===== config.mk =====
export PLATFORM = sky130hd
export DESIGN_NAME = move_tick_ctrl
export DESIGN_NICKNAME = d
export VERILOG_FILES = /design/src/rtl/pong_pkg.sv /design/src/rtl/tick_prescaler.sv /design/src/rtl/move_tick_ctrl.sv
export SDC_FILE = /design/constraint.sdc
export NUM_CORES = 1
export LEC_CHECK = 0
export BUFFER_PORTS_ARGS = -buffer_cell sky130_fd_sc_hd__buf_2
export CORE_ASPECT_RATIO = 0.8
export CORE_MARGIN = 2
export CORE_UTILIZATION = 35
export CTS_BUF_LIST = sky130_fd_sc_hd__clkbuf_4 sky130_fd_sc_hd__clkbuf_8 sky130_fd_sc_hd__clkbuf_16
export DETAILED_ROUTE_END_ITERATION = 16
export GPL_ROUTABILITY_DRIVEN = 0
export PLACE_DENSITY = 0.48
export SLEW_MARGIN = 10
export SYNTH_ARGS = -nofsm -noshare
export SYNTH_HDL_FRONTEND = slang
export SYNTH_SLANG_ARGS = --single-unit

===== constraint.sdc =====
create_clock -name clk -period 2.88 [get_ports clk]
set_clock_uncertainty 0.05 [all_clocks]
set_input_delay 0.144 -clock clk [delete_from_list [all_inputs] [get_ports clk]]
set_output_delay 0.144 -clock clk [all_outputs]
set_load 0.02 [all_outputs]

===== src/rtl/pong_pkg.sv =====
// Shared encodings and helpers for the Pong datapath.
`default_nettype none

package pong_pkg;

  localparam logic [1:0] ST_IDLE   = 2'd0;
  localparam logic [1:0] ST_SERVE  = 2'd1;
  localparam logic [1:0] ST_PLAY   = 2'd2;
  localparam logic [1:0] ST_PAUSED = 2'd3;

  localparam logic [1:0] LEVEL_MAX = 2'd3;
  localparam int         DIV_W     = 3;

  // Low bits of div_cnt that must all be set for a strobe: (1 << (3-level)) - 1.
  function automatic logic [DIV_W-1:0] level_mask(input logic [1:0] lvl);
    logic [DIV_W-1:0] m;
    m = '0;
    case (lvl)
      2'd0:    m = 3'b111;
      2'd1:    m = 3'b011;
      2'd2:    m = 3'b001;
      default: m = 3'b000;
    endcase
    return m;
  endfunction

endpackage

`default_nettype wire


===== src/rtl/tick_prescaler.sv =====
// Free-running prescaler; base_tick marks the last count of each 2^PRE_W window.
`default_nettype none

module tick_prescaler #(
  parameter int PRE_W = 18
) (
  input  logic clk,
  input  logic clr_n,
  output logic base_tick
);

  logic [PRE_W-1:0] pre_cnt;

  always_ff @(posedge clk or negedge clr_n) begin
    if (!clr_n) begin
      pre_cnt <= '0;
    end else begin
      pre_cnt <= pre_cnt + 1'b1;
    end
  end

  assign base_tick = &pre_cnt;

endmodule

`default_nettype wire


===== src/rtl/move_tick_ctrl.sv =====
// Ball-motion scheduler: serve/play/pause FSM producing rate-scaled move_stb enables.
`default_nettype none

module move_tick_ctrl
  import pong_pkg::*;
#(
  parameter int PRE_W          = 18,
  parameter int SERVE_TICKS    = 128,
  parameter int HITS_PER_LEVEL = 4
) (
  input  logic       clk,
  input  logic       clr_n,
  input  logic       serve,
  input  logic       hit,
  input  logic       miss,
  input  logic       pause,
  output logic       move_stb,
  output logic [1:0] level,
  output logic [1:0] state,
  output logic       playing
);

  localparam logic [7:0] SRV_LAST = 8'(SERVE_TICKS - 1);
  localparam logic [3:0] HIT_LAST = 4'(HITS_PER_LEVEL - 1);

  logic             base_tick;
  logic [7:0]       srv_cnt;
  logic [DIV_W-1:0] div_cnt;
  logic [3:0]       hit_cnt;
  logic [DIV_W-1:0] mask;

  tick_prescaler #(
    .PRE_W(PRE_W)
  ) u_prescaler (
    .clk      (clk),
    .clr_n    (clr_n),
    .base_tick(base_tick)
  );

  assign mask    = level_mask(level);
  assign playing = (state == ST_PLAY);

  always_ff @(posedge clk or negedge clr_n) begin
    if (!clr_n) begin
      state    <= ST_IDLE;
      srv_cnt  <= '0;
      div_cnt  <= '0;
      hit_cnt  <= '0;
      level    <= '0;
      move_stb <= 1'b0;
    end else begin
      move_stb <= 1'b0;
      case (state)
        ST_IDLE: begin
          if (serve) begin
            state   <= ST_SERVE;
            srv_cnt <= '0;
          end
        end

        ST_SERVE: begin
          if (base_tick && !pause) begin
            if (srv_cnt == SRV_LAST) begin
              state   <= ST_PLAY;
              div_cnt <= '0;
            end else begin
              srv_cnt <= srv_cnt + 8'd1;
            end
          end
        end

        ST_PLAY: begin
          // A tick in the same cycle as pause rising still advances the divider.
          if (base_tick) begin
            div_cnt <= div_cnt + 1'b1;
            if ((div_cnt & mask) == mask) begin
              move_stb <= 1'b1;
            end
          end
          if (miss) begin
            state   <= ST_IDLE;
            level   <= '0;
            hit_cnt <= '0;
          end else begin
            if (pause) begin
              state <= ST_PAUSED;
            end
            if (hit) begin
              if (hit_cnt == HIT_LAST) begin
                hit_cnt <= '0;
                if (level != LEVEL_MAX) begin
                  level <= level + 2'd1;
                end
              end else begin
                hit_cnt <= hit_cnt + 4'd1;
              end
            end
          end
        end

        ST_PAUSED: begin
          if (miss) begin
            state   <= ST_IDLE;
            level   <= '0;
            hit_cnt <= '0;
          end else if (!pause) begin
            state <= ST_PLAY;
          end
        end

        default: state <= ST_IDLE;
      endcase
    end
  end

endmodule

`default_nettype wire


Yosys cells after proc, flatten, opt, wreduce, memory -nomap -nowiden
Index checks and enable logic that the tools add are counted.
Widths: inputs -> output; s select.
{"block": "classes", "div": 0, "eq_ne": 20, "muxes": 31, "n_addsub": 5, "n_shift": 0, "n_bitwise": 1, "mul": 0, "n_reduce_logical": 13, "magnitude_cmp": 0}
{"op": "$mux 2", "count": 12}
{"op": "$mux 8", "count": 3}
{"op": "$add 18x1->18 const B", "count": 1}
{"op": "$reduce_and 18->1", "count": 1}
{"op": "$mux 4", "count": 4}
{"op": "$pmux 8 s2", "count": 1}
{"op": "$ne 2x2->1 const B", "count": 6}
{"op": "$reduce_and 5->1", "count": 2}
{"op": "$mux 3", "count": 3}
{"op": "$ne 3x3->1 const B", "count": 3}
{"op": "$pmux 3 s3", "count": 1}
{"op": "$add 8x1->8 const B", "count": 1}
{"op": "$eq 8x7->1 const B", "count": 1}
{"op": "$pmux 2 s4", "count": 1}
{"op": "$pmux 4 s2", "count": 1}
{"op": "$reduce_and 4->1", "count": 2}
{"op": "$eq 2x2->1 const B", "count": 3}
{"op": "$ne 3x2->1 const B", "count": 2}
{"op": "$pmux 3 s2", "count": 1}
{"op": "$reduce_bool 2->1", "count": 3}
{"op": "$add 4x1->4 const B", "count": 1}
{"op": "$eq 2x1->1 const B", "count": 2}
{"op": "$eq 4x2->1 const B", "count": 1}
{"op": "$logic_not 2->1", "count": 2}
{"op": "other kinds (10)", "count": 12}
{"block": "word_totals", "out_inout_bits": 6, "inputBits": 6, "wordCells": 77, "mem_bits_ro": 0, "ram_bits": 0, "register_bits": 38, "latch_bits": 0, "memories": 0}

Logic depth before layout (Yosys ltp)
{"block": "logic_depth", "word_depth": 7, "ltp_mapped": 7, "ltp_nobuf": 6}

By module
A second synthesis with hierarchy kept.
{"block": "unflattened", "hier_cells": 181, "hier_area_um2": 2018.2}
{"module": "move_tick_ctrl", "area_per_inst_um2": 1218.7, "seq_area_each_um2": 500.5, "n_inst": 1, "cells_each": 118}
{"module": "tick_prescaler", "area_per_inst_um2": 799.5, "seq_area_each_um2": 450.4, "n_inst": 1, "cells_each": 63}

Least setup slack after synthesis
OpenSTA, ideal clock, no wires.
{"block": "synth_path", "kind": "register to register", "start": "register srv_cnt[0]", "end": "register srv_cnt[0]", "required_time_ns": 2.709, "slack_ns": 0.798, "arrival_ns": 1.911, "path_stages_with_launch": 8, "n_path_buf": 2, "setup_ns": 0.121, "synth_period_minus_slack_ns": 2.082, "cell_sequence": "dfrtp_1 ha_1 or4b_1 buf_2 and3_1 buf_6 mux2_4 a22o_1"}
{"block": "synth_via", "elab_chain_len": 4, "word_cells_on_any_way": 7, "classes_between": "add/sub: 1; eq/ne: 2; mux: 3; reduce/logical: 1"}
{"item": "start: declaration", "line_no": "move_tick_ctrl.sv:27", "rtl": "logic [7:0] srv_cnt;"}
{"item": "start signal: assignment", "line_no": "move_tick_ctrl.sv:67", "rtl": "srv_cnt <= srv_cnt + 8'd1;"}
{"item": "$add 8x1->8", "line_no": "move_tick_ctrl.sv:67"}
{"item": "$mux 8", "line_no": "move_tick_ctrl.sv:63", "rtl": "if (srv_cnt == SRV_LAST) begin"}
{"item": "$mux 8", "line_no": "move_tick_ctrl.sv:62", "rtl": "if (base_tick && !pause) begin"}
{"item": "$pmux 8 s2", "line_no": "move_tick_ctrl.sv:53", "rtl": "case (state)"}
Parallel ways exist; a longest one is shown, timed or not. The select of a mux whose other input is x is not followed.
A chain may end at the register's enable or synchronous reset.

Worst setup path in the final report
{"block": "layout_path", "start": "register u_prescaler.pre_cnt[12]", "end": "register srv_cnt[5]"}
{"block": "layout_via", "elab_chain_len": 4}
{"item": "start: declaration", "line_no": "tick_prescaler.sv:12", "rtl": "logic [PRE_W-1:0] pre_cnt;"}
{"item": "start signal: assignment", "line_no": "tick_prescaler.sv:18", "rtl": "pre_cnt <= pre_cnt + 1'b1;"}
{"item": "$reduce_and 18->1", "line_no": "tick_prescaler.sv:22", "rtl": "assign base_tick = &pre_cnt;"}
{"item": "$logic_and 1x1->1", "line_no": "move_tick_ctrl.sv:62"}
{"item": "$ne 2x2->1 (no line)"}
{"item": "$reduce_and 4->1 (no line)"}
No other way between the ends.

==> results.txt <==
- Fraction of post-synthesis cell area in the top cell type by area: 0.4759
* Detailed-route DRC error count: 0
* Initial antenna violation count: 0
* Top cell family by delay on the critical path: simple AND/OR/NAND/NOR gates
- Post-Synthesis Mean Instance Area: ~10 um2
- Capturing point of the worst reg2reg path: srv_cnt[5]
- The worst setup path is launched from a flip-flop.
- Final Routed Wirelength: 3.814 mm
- Across the run, the number of max-cap violations was 0.
- After clock tree synthesis, the clock-pin slew on the worst setup and hold paths is 80 ps.
- First-pass detailed-route iteration total: 4
* Count of buffers inserted at the top-level ports: 11
* Post-Syn Area: 0.001998 mm2
- Clock buffers created by TritonCTS: 5
- The first global-routing pass estimated between 6 and 7 mm of wire.
* Setup-violating endpoint count in the final report: 0
* Category of the most critical setup path: reg -> reg
* Hpwl dp: 2.726 mm
* FP Rows: 24
* Worst-case vdd ir drop: between 100 and 150 uV
* Flops & latches, synth: 38
* Worst-case reg-to-reg path depth: 5
- Summing all non-filler instances in the final layout gives an area of ~0.0022 mm2.
- Source of the critical timing path: u_prescaler.pre_cnt[12]
* Top Ports: 12
* Final worst-path cycle share: 0.7950
- Worst reg2reg path startpoint: u_prescaler.pre_cnt[12]
* Vertical die dimension: 71.58 um
- Leakage power summed over all cells: 1.012 nW
- Including well taps, the total number of placed cells is about 280.
- The initial utilization of the core area, before any placement, comes to 0.3656.
- For this run, the number of Yosys warnings is 0.
- Area of the die: around 0.0063 mm2
- Area of the placeable core: 0.005465 mm2
- After the flow finishes, the layout carries non-filler instances totaling between 200 and 300.
* Dominant cell type by area after synthesis: dfrtp_1
* Sort of element at the end of the critical path: flip-flop
* Worst hold path class: in -> reg
- Worst-path fanout max: 10
* Power density over the cells: 420.6 mW/mm2
- In this run the number of H-tree levels came out at 2.
- Largest stage delay, worst path: 460 ps
* Number of distinct standard cells referenced by the synthesized netlist: 42
- Synthesized Nets: 211
* Post-route worst hold slack: roughly 54 ps
* Overall fraction of global-route tracks in use: 0.1356
- Highest Clock Rate: 436.7 MHz
- Counting I/O delays and the setup requirement, the final critical path takes 2290 ps.
- Yosys attributes the largest share of cell area to dfrtp_1 (48%), ha_1 (5.6%), xnor2_1 (4.4%).
- STA puts the critical path data arrival time at 2410 ps.
- The critical path ends at srv_cnt[5].
- DRC violation total after the first TritonRoute iteration: 65
- Latest clock arrival within the worst-skew pair: roughly 280 ps
* Vias after detailed routing: around 1400
- Final number of max-transition violations: 0
- Of the cells placed in the final design, the portion with a size suffix greater than 1 is 0.1274.
- Aggregate negative setup slack: 0 ps
* Cells traversed along the worst timing path: nand4_1 > nor4_1 > nand3_1 > o311a_1 > a221o_1
- The via count of the first global-routing pass came to 1434.
* Pin slew with the least headroom to its limit: 854.8 ps
- Setup repair after global routing missed its margin: false
- For this design, the sink count on the clock tree is 38.
* Post-layout net count: around 230
- The placed instances occupy a cell area of 0.002131 mm2.
- Worst max-slew margin expressed relative to the limit: 0.4302
* CTS tree: yes
- Counting buffers and inverters, the worst setup path is 5 cells deep.
- Clock buffer depth: 2
- Together, buffers and inverters on the worst path number 0.
- The die is between 80 and 90 um wide.
- Root Buffer Master: clkbuf_8
- In this run the register-to-register setup slack is ~590 ps.
- Post-DRT Antenna Nets: 0
- Total power: 0.0009403 W
* Sequential element share of the synthesized area: 0.4759
- The total overflow left after global routing is 0.
- Among all stages on the critical path, the largest delay is contributed by nor4_1.
- The run finished with clean final reports.
- After technology mapping, the gate count stands at 196.
* Required time of the critical path: roughly 3000 ps
- Number of vias per cell: 4.990
* Largest net degree at the start of global routing: 39
- Synthesis-to-layout area growth: 11.90%
- The repair_antennas step left the layout with diodes totalling 0.
- Hold violation total from the final report: 0
* Routed wire per std cell: 13.15 um
## worst min-delay path by stage
stage / start / end / slack, ps / depth (start not counted)
floorplan: clr_n / div_cnt[0] / -200 / 0
global placement: clr_n / div_cnt[0] / 250 / 1
detailed placement: clr_n / div_cnt[1] / 260 / 1
CTS: miss / hit_cnt[1] / 40 / 2
global route: pause / state[0] / 70 / 3
finish: miss / hit_cnt[1] / 50 / 2
## worst register-to-register path, cell delays in order, from the launching register on
cell	delay (ps)
dfrtp_1	430
nand4_1	150
nor4_1	460
nand3_1	390
o311a_1	440
a221o_1	260
## sequential cells by signal, summed over array words and instances (netlist names)
name	flops
div_cnt	3
state	2
u_prescaler.pre_cnt	18
level	2
srv_cnt	8
hit_cnt	4
move_stb	1
## report_power, final
| part | leakage [nW] | internal, W | total (W) | switching, W |
|---|---|---|---|---|
| sequential | 0.475 | 0.000533 | 0.000533 | 0.00000000000000000535 |
| combinational | 0.485 | 0.00000610 | 0.0000227 | 0.0000165 |
| clock | 0.0517 | 0.000203 | 0.000385 | 0.000182 |
| total | 1.01 | 0.000742 | 0.000940 | 0.000198 |
## timing repair
action / 4_1_cts / 5_1_grt
hold buffers: 1 / 0
endpoints found under the setup margin: 0 / 0
hold endpoints to repair: 38 / 0
resized for setup: 0 / 0
setup buffers: 0 / 0
## cell type report
type / instances / area (um2)
well taps: 78 / 97.59
multi-input cells: 144 / 985.9
inverters: 9 / 33.78
repair buffers: 13 / 72.57
flip-flops and latches: 38 / 950.9
clock buffers: 7 / 90.09
fillers: 542 / 3229
clock inverters: 1 / 5.005
## logic make-up after synthesis
kind of cell | Yosys count | share of synthesized area
mux | 4 | 0.02567
fa+ha+maj | 9 | 0.05636
compound gates | 36 | 0.1359
simple gates | 79 | 0.2054
buf+inv | 14 | 0.03068
flops | 38 | 0.4759
xor+xnor | 16 | 0.07013
## cell usage after synthesis
master	instances
xor2_1	6
mux2i_1	1
nor2_1	17
o21a_1	1
mux2_2	1
a22o_1	2
o22ai_1	2
nand4_1	5
nor3_1	5
dfrtp_1	38
nand4b_1	1
nor2b_1	4
or3b_2	1
or3_1	2
o211a_1	2
a221o_1	2
o21ai_0	8
nand2b_1	6
ha_1	9
nor4_1	3
inv_1	9
nand3_2	1
nand3_1	12
or4b_1	1
and3_1	2
o221a_2	1
o21bai_4	1
buf_2	1
a21o_1	1
nor4b_1	2
buf_6	1
a31oi_1	2
a21oi_1	5
nand2_1	16
o311a_1	2
clkbuf_1	3
o31ai_1	2
o31a_1	1
a211o_1	4
and4_1	1
mux2_4	2
xnor2_1	10
## layer usage
layer | up-vias | global-route usage | wire length [um]
met2 | 26 | 0.2089 | 1755
met4 | 0 | 0.03535 | 17
met1 | 691 | 0.1859 | 1875
met3 | 2 | 0.04263 | 165
met5 | - | 0 | 0
li1 | 728 | - | -
## cell usage in the layout, fill, tap and decap left out, drive strengths merged, types with 5 or more instances in the layout
cell type / count
a21oi: 5
buf: 12
clkbuf: 7
dfrtp: 38
ha: 9
inv: 9
nand2: 16
nand2b: 6
nand3: 13
nand4: 5
nor2: 17
nor3: 5
o21ai: 8
xnor2: 10
xor2: 6
## stage by stage
| stage | util | setup WS, ps |
|---|---|---|
| finish | 0.4091 | 590.3 |
| global route | 0.4091 | 368.0 |
| CTS | 0.4091 | 551.6 |
| detailed placement | 0.3899 | 554.2 |
| global placement | 0.3899 | 649.0 |
| floorplan | - | 797.6 |
Power figures use the tool's default switching activity.
